`src/rtl/fetch_queue.sv`:
```
// fetch_queue: decoupled instruction fetch that streams sequential words into a circular instruction queue.
// Build option FETCH_QUEUE_BYPASS_EN forwards a clean response straight to the head outputs when the queue is empty.

`ifndef MEM_ACCESS
`define MEM_ACCESS [1:0]
`define MEM_ACCESS_NONE 2'd0
`define MEM_ACCESS_R 2'd1
`define MEM_ACCESS_W 2'd2
`define MEM_ACCESS_X 2'd3
`endif

`ifndef MEM_LEN
`define MEM_LEN [1:0]
`define MEM_LEN_B 2'd0
`define MEM_LEN_H 2'd1
`define MEM_LEN_W 2'd2
`endif

`ifndef MMU_EXCEPTION
`define MMU_EXCEPTION [1:0]
`define MMU_EXCEPTION_NONE 2'd0
`define MMU_EXCEPTION_TLB_MISS 2'd1
`define MMU_EXCEPTION_TLB_INVALID 2'd2
`define MMU_EXCEPTION_ADDR_ERROR 2'd3
`endif

module fetch_queue #(
    parameter int unsigned DEPTH    = 4,
    parameter logic [31:0] RESET_PC = 32'h8000_0000
) (
    input  logic                         clk,
    input  logic                         res,
    output logic [31:0]                  db_addr,
    output logic `MEM_ACCESS             db_accessType,
    output logic `MEM_LEN                db_memLen,
    input  logic [31:0]                  db_dataIn,
    input  logic                         db_ready,
    input  logic `MMU_EXCEPTION          mmu_exception,
    output logic                         ins_valid,
    output logic [31:0]                  ins,
    output logic [31:0]                  ins_pc,
    output logic `MMU_EXCEPTION          ins_exc,
    input  logic                         ins_take,
    input  logic                         redirect,
    input  logic [31:0]                  redirect_pc,
    output logic [$clog2(DEPTH+1)-1:0]   count
);

    localparam int unsigned PW = $clog2(DEPTH);
    localparam int unsigned CW = $clog2(DEPTH + 1);
    localparam logic [CW-1:0] FULL_COUNT = CW'(DEPTH);

    typedef enum logic [1:0] {
        S_INIT  = 2'd0,
        S_FETCH = 2'd1,
        S_HALT  = 2'd2,
        S_DRAIN = 2'd3
    } state_t;

    state_t            state_r;
    logic [31:0]       fpc_r;
    logic [31:0]       drain_pc_r;
    logic              req_r;
    logic [CW-1:0]     count_r;
    logic [PW-1:0]     rd_ptr_r;
    logic [PW-1:0]     wr_ptr_r;
    logic [31:0]       mem_ins_r [DEPTH];
    logic [31:0]       mem_pc_r  [DEPTH];
    logic `MMU_EXCEPTION mem_exc_r [DEPTH];
    logic              head_valid_r;
    logic [31:0]       head_ins_r;
    logic [31:0]       head_pc_r;
    logic `MMU_EXCEPTION head_exc_r;

    logic              resp_s;
    logic              clean_s;
    logic              flush_s;
    logic              bypass_s;
    logic              push_s;
    logic              pop_s;
    logic [31:0]       push_ins_s;
    state_t            state_n_s;
    logic [31:0]       fpc_n_s;
    logic [31:0]       drain_pc_n_s;
    logic              req_n_s;
    logic [CW-1:0]     count_n_s;
    logic [PW-1:0]     rd_ptr_n_s;
    logic [PW-1:0]     wr_ptr_n_s;
    logic              head_valid_n_s;
    logic [31:0]       head_ins_n_s;
    logic [31:0]       head_pc_n_s;
    logic `MMU_EXCEPTION head_exc_n_s;

    // Bus handshake decode: response completion, flush, bypass and queue push/pop qualifiers.
    always_comb begin
        resp_s     = req_r && (db_ready || (mmu_exception != `MMU_EXCEPTION_NONE));
        clean_s    = resp_s && (mmu_exception == `MMU_EXCEPTION_NONE);
        flush_s    = redirect && (state_r != S_INIT);
`ifdef FETCH_QUEUE_BYPASS_EN
        bypass_s   = clean_s && !flush_s && (state_r == S_FETCH) && (count_r == {CW{1'b0}});
`else
        bypass_s   = 1'b0;
`endif
        push_s     = !flush_s && (state_r == S_FETCH) && resp_s && !(bypass_s && ins_take);
        pop_s      = !flush_s && ins_take && head_valid_r;
        push_ins_s = clean_s ? db_dataIn : 32'h0000_0000;
    end

    // Fetch sequencing: next state, fetch PC and the PC saved while draining an unabortable fetch.
    always_comb begin
        state_n_s    = state_r;
        fpc_n_s      = fpc_r;
        drain_pc_n_s = drain_pc_r;
        if (flush_s) begin
            if (req_r && !resp_s) begin
                state_n_s    = S_DRAIN;
                drain_pc_n_s = redirect_pc;
            end else begin
                state_n_s = S_FETCH;
                fpc_n_s   = redirect_pc;
            end
        end else begin
            case (state_r)
                S_INIT: begin
                    state_n_s = S_FETCH;
                end
                S_FETCH: begin
                    if (clean_s) begin
                        fpc_n_s = fpc_r + 32'd4;
                    end else if (resp_s) begin
                        state_n_s = S_HALT;
                    end else begin
                        state_n_s = S_FETCH;
                    end
                end
                S_HALT: begin
                    state_n_s = S_HALT;
                end
                S_DRAIN: begin
                    if (resp_s) begin
                        state_n_s = S_FETCH;
                        fpc_n_s   = drain_pc_r;
                    end else begin
                        state_n_s = S_DRAIN;
                    end
                end
                default: begin
                    state_n_s = S_INIT;
                end
            endcase
        end
    end

    // Queue bookkeeping and the next head entry, forwarding a push that lands on the new head slot.
    always_comb begin
        count_n_s  = count_r;
        rd_ptr_n_s = rd_ptr_r;
        wr_ptr_n_s = wr_ptr_r;
        if (flush_s) begin
            count_n_s  = {CW{1'b0}};
            rd_ptr_n_s = {PW{1'b0}};
            wr_ptr_n_s = {PW{1'b0}};
        end else begin
            case ({push_s, pop_s})
                2'b10:   count_n_s = count_r + CW'(1'b1);
                2'b01:   count_n_s = count_r - CW'(1'b1);
                default: count_n_s = count_r;
            endcase
            if (push_s) begin
                wr_ptr_n_s = wr_ptr_r + PW'(1'b1);
            end else begin
                wr_ptr_n_s = wr_ptr_r;
            end
            if (pop_s) begin
                rd_ptr_n_s = rd_ptr_r + PW'(1'b1);
            end else begin
                rd_ptr_n_s = rd_ptr_r;
            end
        end

        req_n_s        = (state_n_s == S_DRAIN) || ((state_n_s == S_FETCH) && (count_n_s != FULL_COUNT));
        head_valid_n_s = (count_n_s != {CW{1'b0}});
        if (push_s && (wr_ptr_r == rd_ptr_n_s)) begin
            head_ins_n_s = push_ins_s;
            head_pc_n_s  = fpc_r;
            head_exc_n_s = mmu_exception;
        end else begin
            head_ins_n_s = mem_ins_r[rd_ptr_n_s];
            head_pc_n_s  = mem_pc_r[rd_ptr_n_s];
            head_exc_n_s = mem_exc_r[rd_ptr_n_s];
        end
    end

    // State, queue storage and registered head entry.
    always_ff @(posedge clk or negedge res) begin
        if (!res) begin
            state_r      <= S_INIT;
            fpc_r        <= RESET_PC;
            drain_pc_r   <= RESET_PC;
            req_r        <= 1'b0;
            count_r      <= {CW{1'b0}};
            rd_ptr_r     <= {PW{1'b0}};
            wr_ptr_r     <= {PW{1'b0}};
            head_valid_r <= 1'b0;
            head_ins_r   <= 32'h0000_0000;
            head_pc_r    <= 32'h0000_0000;
            head_exc_r   <= `MMU_EXCEPTION_NONE;
            for (int i = 0; i < int'(DEPTH); i++) begin
                mem_ins_r[i] <= 32'h0000_0000;
                mem_pc_r[i]  <= 32'h0000_0000;
                mem_exc_r[i] <= `MMU_EXCEPTION_NONE;
            end
        end else begin
            state_r      <= state_n_s;
            fpc_r        <= fpc_n_s;
            drain_pc_r   <= drain_pc_n_s;
            req_r        <= req_n_s;
            count_r      <= count_n_s;
            rd_ptr_r     <= rd_ptr_n_s;
            wr_ptr_r     <= wr_ptr_n_s;
            head_valid_r <= head_valid_n_s;
            head_ins_r   <= head_ins_n_s;
            head_pc_r    <= head_pc_n_s;
            head_exc_r   <= head_exc_n_s;
            if (push_s) begin
                mem_ins_r[wr_ptr_r] <= push_ins_s;
                mem_pc_r[wr_ptr_r]  <= fpc_r;
                mem_exc_r[wr_ptr_r] <= mmu_exception;
            end
        end
    end

    // Output drive; fpc doubles as the held address of an outstanding fetch.
    always_comb begin
        db_addr       = fpc_r;
        db_accessType = req_r ? `MEM_ACCESS_X : `MEM_ACCESS_NONE;
        db_memLen     = `MEM_LEN_W;
        count         = count_r;
        if (bypass_s) begin
            ins_valid = 1'b1;
            ins       = db_dataIn;
            ins_pc    = fpc_r;
            ins_exc   = `MMU_EXCEPTION_NONE;
        end else begin
            ins_valid = head_valid_r;
            ins       = head_ins_r;
            ins_pc    = head_pc_r;
            ins_exc   = head_exc_r;
        end
    end

endmodule

```
`config.mk`:
```
export PLATFORM = sky130hd
export DESIGN_NAME = fetch_queue
export DESIGN_NICKNAME = d
export VERILOG_FILES = /design/src/rtl/fetch_queue.sv
export SDC_FILE = /design/constraint.sdc
export NUM_CORES = 1
export LEC_CHECK = 0
export BUFFER_PORTS_ARGS = -buffer_cell sky130_fd_sc_hd__buf_4
export CELL_PAD_IN_SITES_DETAIL_PLACEMENT = 1
export CELL_PAD_IN_SITES_GLOBAL_PLACEMENT = 2
export CORE_AREA = 2 2 214 216
export CTS_BUF_LIST = sky130_fd_sc_hd__clkbuf_4
export DETAILED_ROUTE_END_ITERATION = 12
export DIE_AREA = 0 0 216 218
export PLACE_DENSITY = 0.81
export SLEW_MARGIN = 20
export SYNTH_ARGS = -nofsm -noshare
export SYNTH_HDL_FRONTEND = slang
export SYNTH_SLANG_ARGS = --single-unit
export TNS_END_PERCENT = 5
```
`constraint.sdc`:
```
create_clock -name clk -period 3.41 [get_ports clk]
set_clock_uncertainty 0.15 [all_clocks]
set_input_delay 0.1705 -clock clk [delete_from_list [all_inputs] [get_ports clk]]
set_output_delay 0.1705 -clock clk [all_outputs]
set_load 0.01 [all_outputs]
```
## Yosys cells after proc, flatten, opt, wreduce, memory -nomap -nowiden

Index checks and enable logic that the tools add are counted.

- Bits in registers: 405
- Input bits: 71
- Logic and storage cells: 107

- $add $sub $neg: 5
- $lt $le $gt $ge: 3
- Equal/unequal tests: 12
- Mux-type cells: 38
- Bitwise gates (word level): 2
- Reductions and logical operators: 24

Operators by type and width:

| cell | number |
|---|---|
| two-way mux 32 bit | 12 |
| bitwise mux 128 bit | 2 |
| binary-select mux 32 bit (select 2 bit) | 2 |
| demux 32 bit (select 2 bit) | 1 |
| one-hot mux 32 bit (2 select lines) | 1 |
| adder 32 x 3 -> 32 bit (second input constant) | 1 |
| two-way mux 2 bit | 14 |
| logical AND 1 bit | 11 |
| != test 3 bit (second input constant) | 3 |
| bitwise mux 8 bit | 1 |
| == test 2 bit (second input constant) | 4 |
| one-hot mux 2 bit (4 select lines) | 1 |
| == test 2 x 1 -> 1 bit (second input constant) | 3 |
| greater-or-equal comparator 3 bit (second input constant) | 2 |
| NOT 2 -> 3 bit | 2 |
| one-hot mux 3 bit (2 select lines) | 1 |
| nonzero test 2 bit | 3 |
| nonzero test 3 bit | 2 |
| adder 2 x 1 -> 2 bit (second input constant) | 2 |
| binary-select mux 2 bit (select 2 bit) | 1 |
| demux 2 bit (select 2 bit) | 1 |
| zero test 2 bit | 2 |
| AND reduction 4 bit | 1 |
| adder 3 x 1 -> 3 bit (second input constant) | 1 |
| other kinds (8) | 10 |

## Logic depth before layout (Yosys ltp)

Gate-level depths: netlist of the first run.

- Depth after elaboration: 12
- Mapped depth: 10
- Depth with buffers taken out: 9

## Worst setup path before layout of the first run

No wires, ideal clock.

- Kind: flip-flop to flip-flop
- From: register state_r[1]
- To: register req_r
- Setup time: 0.129 ns
- Arrival: 2.422 ns
- Required time: 3.131 ns
- Path slack: 0.708 ns
- Stages on the path, launching flop included: 10
- Buffers on the path: 1
- Period minus slack after synthesis: 2.702 ns
- Cells stage by stage: dfrtp_1 > buf_2 > nor4_4 > inv_1 > ha_1 > fa_1 > xnor2_1 > nor2_1 > xnor2_1 > o41a_1

- Word-level cells in the longest chain between the ends: 11
- Elaborated cells on any way between the ends: 23
- Classes of those cells: eq/ne (8); mux (5); reduce/logical (10)

Ends and longest elaborated chain:

| element | line | text |
|---|---|---|
| start, declared | 60 | `state_t state_r;` |
| start signal, assigned | 214 | `state_r <= state_n_s;` |
| nonzero test 2 bit | 98 | `flush_s = redirect && (state_r != S_INIT);` |
| logical AND 1 bit | 98 |  |
| zero test 1 bit | 104, 105 |  |
| logical AND 1 bit (on tied branches) (2 in series) | 105, 104 |  |
| == test 2 x 1 -> 1 bit / == test 2 bit (equally long branches) | 164 | `case ({push_s, pop_s})` |
| one-hot mux 3 bit (2 select lines) | 164 |  |
| two-way mux 3 bit | 159 | `if (flush_s) begin` |
| != test 3 bit | 181 | `req_n_s = (state_n_s == S_DRAIN) \|\| ((state_n_s == S_FETCH) && (count_n_s != FULL_COUNT));` |
| logical AND 1 bit | 181 |  |
| logical OR 1 bit (*) | 181 |  |
| named net req_n_s | 85 | `logic req_n_s;` |
| end signal, assigned | 217 | `req_r <= req_n_s;` |
| end, declared | 63 | `logic req_r;` |

Mark *: on every way through the listed nets, which the timed path passes. The rest lies on a longest branch.
A chain may end at the register's enable or synchronous reset.

## Worst setup path in the final report of the first run

- From: register state_r[1]
- To: register fpc_r[26] (netlist: db_addr[26])

- Word-level cells in the longest chain between the ends: 4
- Elaborated cells on any way between the ends: 11
- Classes of those cells: eq/ne (5); mux (2); reduce/logical (4)

Ends and longest elaborated chain:

| element | line | text |
|---|---|---|
| nonzero test 2 bit | 98 |  |
| logical AND 1 bit | 98 |  |
| != test 3 bit (no line), or another cell as far along | n/a |  |
| AND reduction 4 bit (no line) | n/a |  |
| end signal, assigned | 215 | `fpc_r <= fpc_n_s;` |
| end, declared | 61 | `logic [31:0] fpc_r;` |

Several ways; a longest one is shown, not always the timed one.

==> results.json, run 1 <==
{
  "outcome": "finished clean",
  "crit_required_ns": 4.05,
  "cp_max_fo": 11,
  "final_area_um2": 22800,
  "rr_endpoint": "db_addr[26]",
  "vias": 13800,
  "rsz0062_at_grt": "no",
  "antenna_found_initial": 2,
  "wl_per_cell_um": 20.3,
  "yosysWarnings": 0,
  "core_area_um2": 44900,
  "firstDrtPassIters": 4,
  "cts.sinks": 405,
  "syn-instance-count": 1636,
  "grt_start_max_net_pins": 134,
  "endpoint_kind": "flip-flop",
  "h-tree-depth": 3,
  "final_nets": 2016,
  "ff2ff_setup_slack_ns": 0.30,
  "max_cap_violations": 0,
  "grt_pass1_vias": 15300,
  "wl_um": 53100,
  "drcViolationCount": 0,
  "hold_viol": 0,
  "fmax_mhz": 322,
  "post_dp_cell_area_um2": 20100,
  "finalCriticalPeriod_ns": 3.11,
  "rows": 78,
  "tns_ns": 0,
  "grt_overflow": 0,
  "min_period_over_period": 0.912,
  "first_iter_violations": 712,
  "tritoncts": "built",
  "synth-edff-count": 0,
  "routed_via_density": 5.26,
  "ir_worst_vdd_uv": 459,
  "ant_nets": 0,
  "cts_resized": 0,
  "clock_path_buffers": 3,
  "final_layout_size_suffix_gt1_frac": 0.294,
  "ys_types": 62,
  "cts_setup_buffers": 0,
  "die_x_um": 216,
  "clk_latency_ns": 0.87,
  "criticalPathCategory": "reg2reg",
  "async_flop_share": 1.00,
  "portBuffers": 174,
  "initial_core_util": 0.406,
  "dieArea_um2": 47100,
  "min_path_cells": 4,
  "relSlewSlack": 0.316,
  "p_leak_uw": 0.0104,
  "gp_congestion": 0.777,
  "grt_first_pass_wirelength_um": 85100,
  "grt_use_total": 0.231,
  "cp.arrival_ns": 3.75,
  "start_kind": "flip-flop",
  "syn_area_um2": 18200,
  "numCtsBuffers": 111,
  "syn_nets": 1714,
  "root_buffer": "clkbuf_4",
  "holdPathEnd": "db_addr[0]",
  "avgSynthCellArea_um2": 11.1,
  "min_from": "redirect_pc[0]",
  "slew_viol_final": 0,
  "num_io_pins": 177,
  "rr_worst_depth": 7,
  "die_h_um": 218,
  "setup_viol": 0,
  "hold_path_class": "in2reg",
  "crit_path_start": "state_r[1]",
  "hold_buffers": 119,
  "ys.flop_type": "dfrtp_1",
  "syn2layout_area_growth_pct": 25.1,
  "path_clk_slew_ns": 0.07,
  "r2r-start": "state_r[1]",
  "tightest_slew_ns": 1.03,
  "final_core_util": 0.507,
  "ys_seq_area_frac": 0.557,
  "dpl.hpwl_um": 31100,
  "ys_ff_latch": 405,
  "power_density_nw_per_um2": 825
}
==> cells in the final DEF (no fill, tap or decap), types with 3 or more instances in the layout <==
cell type,instances
dlygate4sd3_1,118
nand4_1,9
a31oi_1,7
clkinv_1,14
clkbuf_4,173
a21oi_1,89
o22ai_1,6
nor3_1,8
nand2_4,4
and3_1,7
a22oi_1,43
nand2_1,269
nand3_1,26
ha_1,6
inv_2,4
o21ai_0,153
a21o_1,3
mux2_2,175
xor2_1,16
buf_12,11
o211ai_1,11
nor2_1,30
mux2_1,12
dfrtp_1,402
a211o_1,3
a22o_1,35
xnor2_1,11
a211oi_1,7
buf_4,199
mux2i_1,107
inv_1,10
==> synth_stat cells (12+ instances only) <==
cell type	count	share of area
mux2_2	175	0.11
mux2_1	12	0.0074
a22oi_1	43	0.018
a21oi_1	89	0.024
dfrtp_1	403	0.55
nand2_1	273	0.056
a22o_1	35	0.017
o21ai_0	153	0.042
nor2_1	31	0.0064
mux2i_1	107	0.059
buf_2	45	0.012
nand3_1	27	0.0074
clkbuf_1	71	0.015
xor2_1	16	0.0077
==> critical path: stages, from the launching register on <==
cell and delay, ns:
dfrtp_1 0.59, nand2_1 0.42, nor4_2 0.29, dlygate4sd3_1 0.60, buf_4 0.20, a22oi_1 0.09
o211ai_1 0.12, dlygate4sd3_1 0.57
==> area by class of cell <==
class                           count  area (um^2)
Antenna cell                        2         5.00
Fill cell                        4893        22100
Tap cell                          600          751
Inverter                           11         42.5
Clock buffer                      173         1300
Clock inverter                     21          135
Sequential cell                   405        10100
Multi-Input combinational cell   1079         7460
Timing Repair Buffer              330         2940
==> registers in the layout (all words and copies together), names as in the netlist <==
register and cells:
count 3, db_addr 32, drain_pc_r 32, ins 32, ins_exc 2, ins_pc 32
ins_valid 1, mem_exc_r 8, mem_ins_r 128, mem_pc_r 128, rd_ptr_r 2, req_r 1
state_r 2, wr_ptr_r 2
==> worst max-delay path by stage <==
stage	end	slack [ns]	cells after the start
floorplan	req_r	0.71	9
global placement	req_r	0.75	9
detailed placement	req_r	0.70	9
CTS	db_addr[26]	0.42	7
global route	db_addr[26]	0.15	7
finish	db_addr[26]	0.30	7
==> power breakdown <==
part           total (uW)  switching [uW]  leakage [uW]  internal, uW
Clock                4490            2070      0.000863          2430
Sequential           7890            1360       0.00527          6530
Combinational        6410            3270       0.00430          3140
Total               18800            6700        0.0104         12100
==> per-layer routing <==
| metal | vias up | part of all wire | GRT usage |
|---|---|---|---|
| met5 | - | 0 | 0.00104 |
| met4 | 0 | 0.020 | 0.0826 |
| met3 | 76 | 0.049 | 0.0483 |
| met2 | 280 | 0.49 | 0.387 |
| met1 | 7021 | 0.44 | 0.295 |
| li1 | 6413 | - | - |
==> cell families after synthesis <==
kind of cell,synth area share
mux,0.174
fa+ha+maj,0.00522
flops,0.557
xor+xnor,0.0130
simple gates,0.0889
compound gates,0.124
buf+inv,0.0372
other cells,0.000412
==> through the flow <==
stage | power (uW) | hold WS (ns) | std cells | worst slack [ns]
finish | 18800 | 0.0684 | 2621 | 0.300
global route | 20100 | 0.0469 | 2620 | 0.154
CTS | 19000 | 0.00908 | 2619 | 0.420
detailed placement | 14300 | 0.0316 | 2306 | 0.702
global placement | 14000 | 0.0312 | 2306 | 0.753
floorplan | 11800 | -0.275 | 1636 | 0.708
No activity file was read; power rests on OpenSTA's default activity.
==> run 2, diff against run 1 <==
Settings changed: PLACE_DENSITY 0.81 to default, PLACE_DENSITY_LB_ADDON from default to 0.25.
==> run 2 against run 1 <==
Final area is 1.1% lower. Sequential share of layout area is 0.48 points higher. Routed wire length rose by 1.1%. Hold slack worse by 0.012 ns. Critical path type unchanged. Largest cell class unchanged.
==> results.json, run 2 (synthesized netlist as in run 1, its figures left out) <==
{
  "comb_power_share": 0.343,
  "final_nets": 2009,
  "ir_worst_vdd_uv": 364,
  "criticalPathCategory": "reg2reg",
  "tightest_slew_ns": 1.01,
  "p_total_uw": 18500,
  "grt_pass1_vias": 15300,
  "final_area_um2": 22500,
  "grt_util_met2": 0.389,
  "root_buffer": "clkbuf_4",
  "mostFrequentLayoutCell": "dfrtp_1",
  "cts.sinks": 405,
  "die_h_um": 218,
  "slew_viol_final": 0,
  "die_x_um": 216,
  "reg_top3": "mem_ins_r x128, mem_pc_r x128",
  "grt_start_max_net_pins": 134,
  "first_iter_violations": 667,
  "cp_max_fo": 10,
  "num_io_pins": 177,
  "firstDrtPassIters": 4,
  "use_met3": 0.0478,
  "use_met1": 0.312,
  "core_area_um2": 44900,
  "tritoncts": "built",
  "portBuffers": 174,
  "crit_required_ns": 3.97,
  "cp.arrival_ns": 3.30,
  "dpl.hpwl_um": 32000,
  "grt_first_pass_wirelength_um": 86600,
  "clock_path_buffers": 3,
  "drcViolationCount": 0,
  "gp_congestion": 0.756,
  "post_dp_cell_area_um2": 20100,
  "netSwitchingFraction": 0.361,
  "clk_latency_ns": 0.83,
  "setup_slack_ns": 0.672,
  "numCtsBuffers": 112,
  "dpl.cell_count": 2312,
  "antenna_found_initial": 2,
  "wl_per_cell_um": 20.6,
  "endpoint_kind": "flip-flop",
  "rsz0062_at_grt": "no",
  "grt-busiest-layer": "met2",
  "final_layout_size_suffix_gt1_frac": 0.293,
  "outcome": "finished clean",
  "pre_cts_ws_ns": 0.668,
  "p_int_uw": 11800,
  "finalCriticalPeriod_ns": 2.74,
  "setup_viol": 0,
  "initial_core_util": 0.406,
  "tns_ns": 0,
  "clockPowerShare": 0.228,
  "relSlewSlack": 0.327,
  "stdcell_count": 2611,
  "grt_overflow": 0,
  "min_from": "redirect_pc[4]",
  "routed_via_density": 5.30,
  "crit_path_start": "state_r[0]",
  "fillers": 4849,
  "p_leak_uw": 0.0103,
  "max_cap_violations": 0,
  "dieArea_um2": 47100,
  "power_density_nw_per_um2": 821,
  "vias": 13800,
  "grt_use_total": 0.235,
  "seqCellArea_um2": 10100,
  "r2r-start": "state_r[0]",
  "syn2layout_area_growth_pct": 23.7,
  "h-tree-depth": 3,
  "multi_input_area_um2": 7460,
  "path_clk_slew_ns": 0.07,
  "fmax_mhz": 365,
  "rows": 78,
  "wl_um": 53700,
  "cts_setup_buffers": 0,
  "hold_path_class": "in2reg",
  "min_period_over_period": 0.803,
  "ant_nets": 0,
  "final_cell_mix": "dfrtp_1 (402), nand2_1 (269), buf_4 (209)",
  "switching_power_uw": 6690,
  "seq_power_share": 0.429,
  "start_kind": "flip-flop",
  "hold_viol": 0
}
==> run 2: metrics by stage <==
| stage | util | hold slack (ns) |
|---|---|---|
| 3_5_place_dp | 0.448 | 0.0229 |
| 4_1_cts | 0.502 | 0.000887 |
| 3_3_place_gp | 0.448 | 0.0228 |
| 2_1_floorplan | - | -0.275 |
| 6_report | 0.502 | 0.0568 |
| 5_1_grt | 0.502 | 0.0451 |
==> run 2: final timing paths <==
check / endpoint / slack [ns] / cells past startpoint
worst max register to register: req_r / 0.67 / 9
worst max-delay path: req_r / 0.67 / 9
worst min-delay path: db_addr[4] / 0.06 / 4
max in group asynchronous: rd_ptr_r[1] / 2.12 / 4
worst min register to register: mem_ins_r[92] / 0.33 / 2
min in group asynchronous: mem_ins_r[55] / 0.40 / 4
==> run 2: area by class of cell <==
class	instances	share of cell area
Timing Repair Buffer	322	0.124
Clock buffer	164	0.0546
Multi-Input combinational cell	1079	0.331
Antenna cell	4	0.000444
Inverter	11	0.00183
Sequential cell	405	0.450
Tap cell	600	0.0333
Clock inverter	26	0.00466
==> run 2: critical path: stages (launching register included) <==
cell and delay [ns]:
dfrtp_1 0.55, nand2_1 0.23, nor4_4 0.20, inv_1 0.07, ha_1 0.24, fa_1 0.39
xnor2_1 0.16, nor2_1 0.07, xnor2_1 0.16, o41a_1 0.41
==> run 2: routing by layer <==
metal / part of all wire / wire, um
met3: 0.048 / 2560
met4: 0.019 / 1040
met2: 0.48 / 25700
met1: 0.45 / 24400
met5: 0 / 0
==> run 2: power groups by stage <==
stage	logic, uW	clock network, uW	registers (uW)
3_3_place_gp	6110	0	7940
4_1_cts	6440	4390	7940
3_5_place_dp	6310	0	8020
2_1_floorplan	4280	0	7510
5_1_grt	7030	4640	8170
6_report	6350	4220	7930
==> run 2: timing repair <==
action	CTS	global route
hold buffers	105	0
endpoints found under the hold margin	648	0
gates resized for setup	0	0
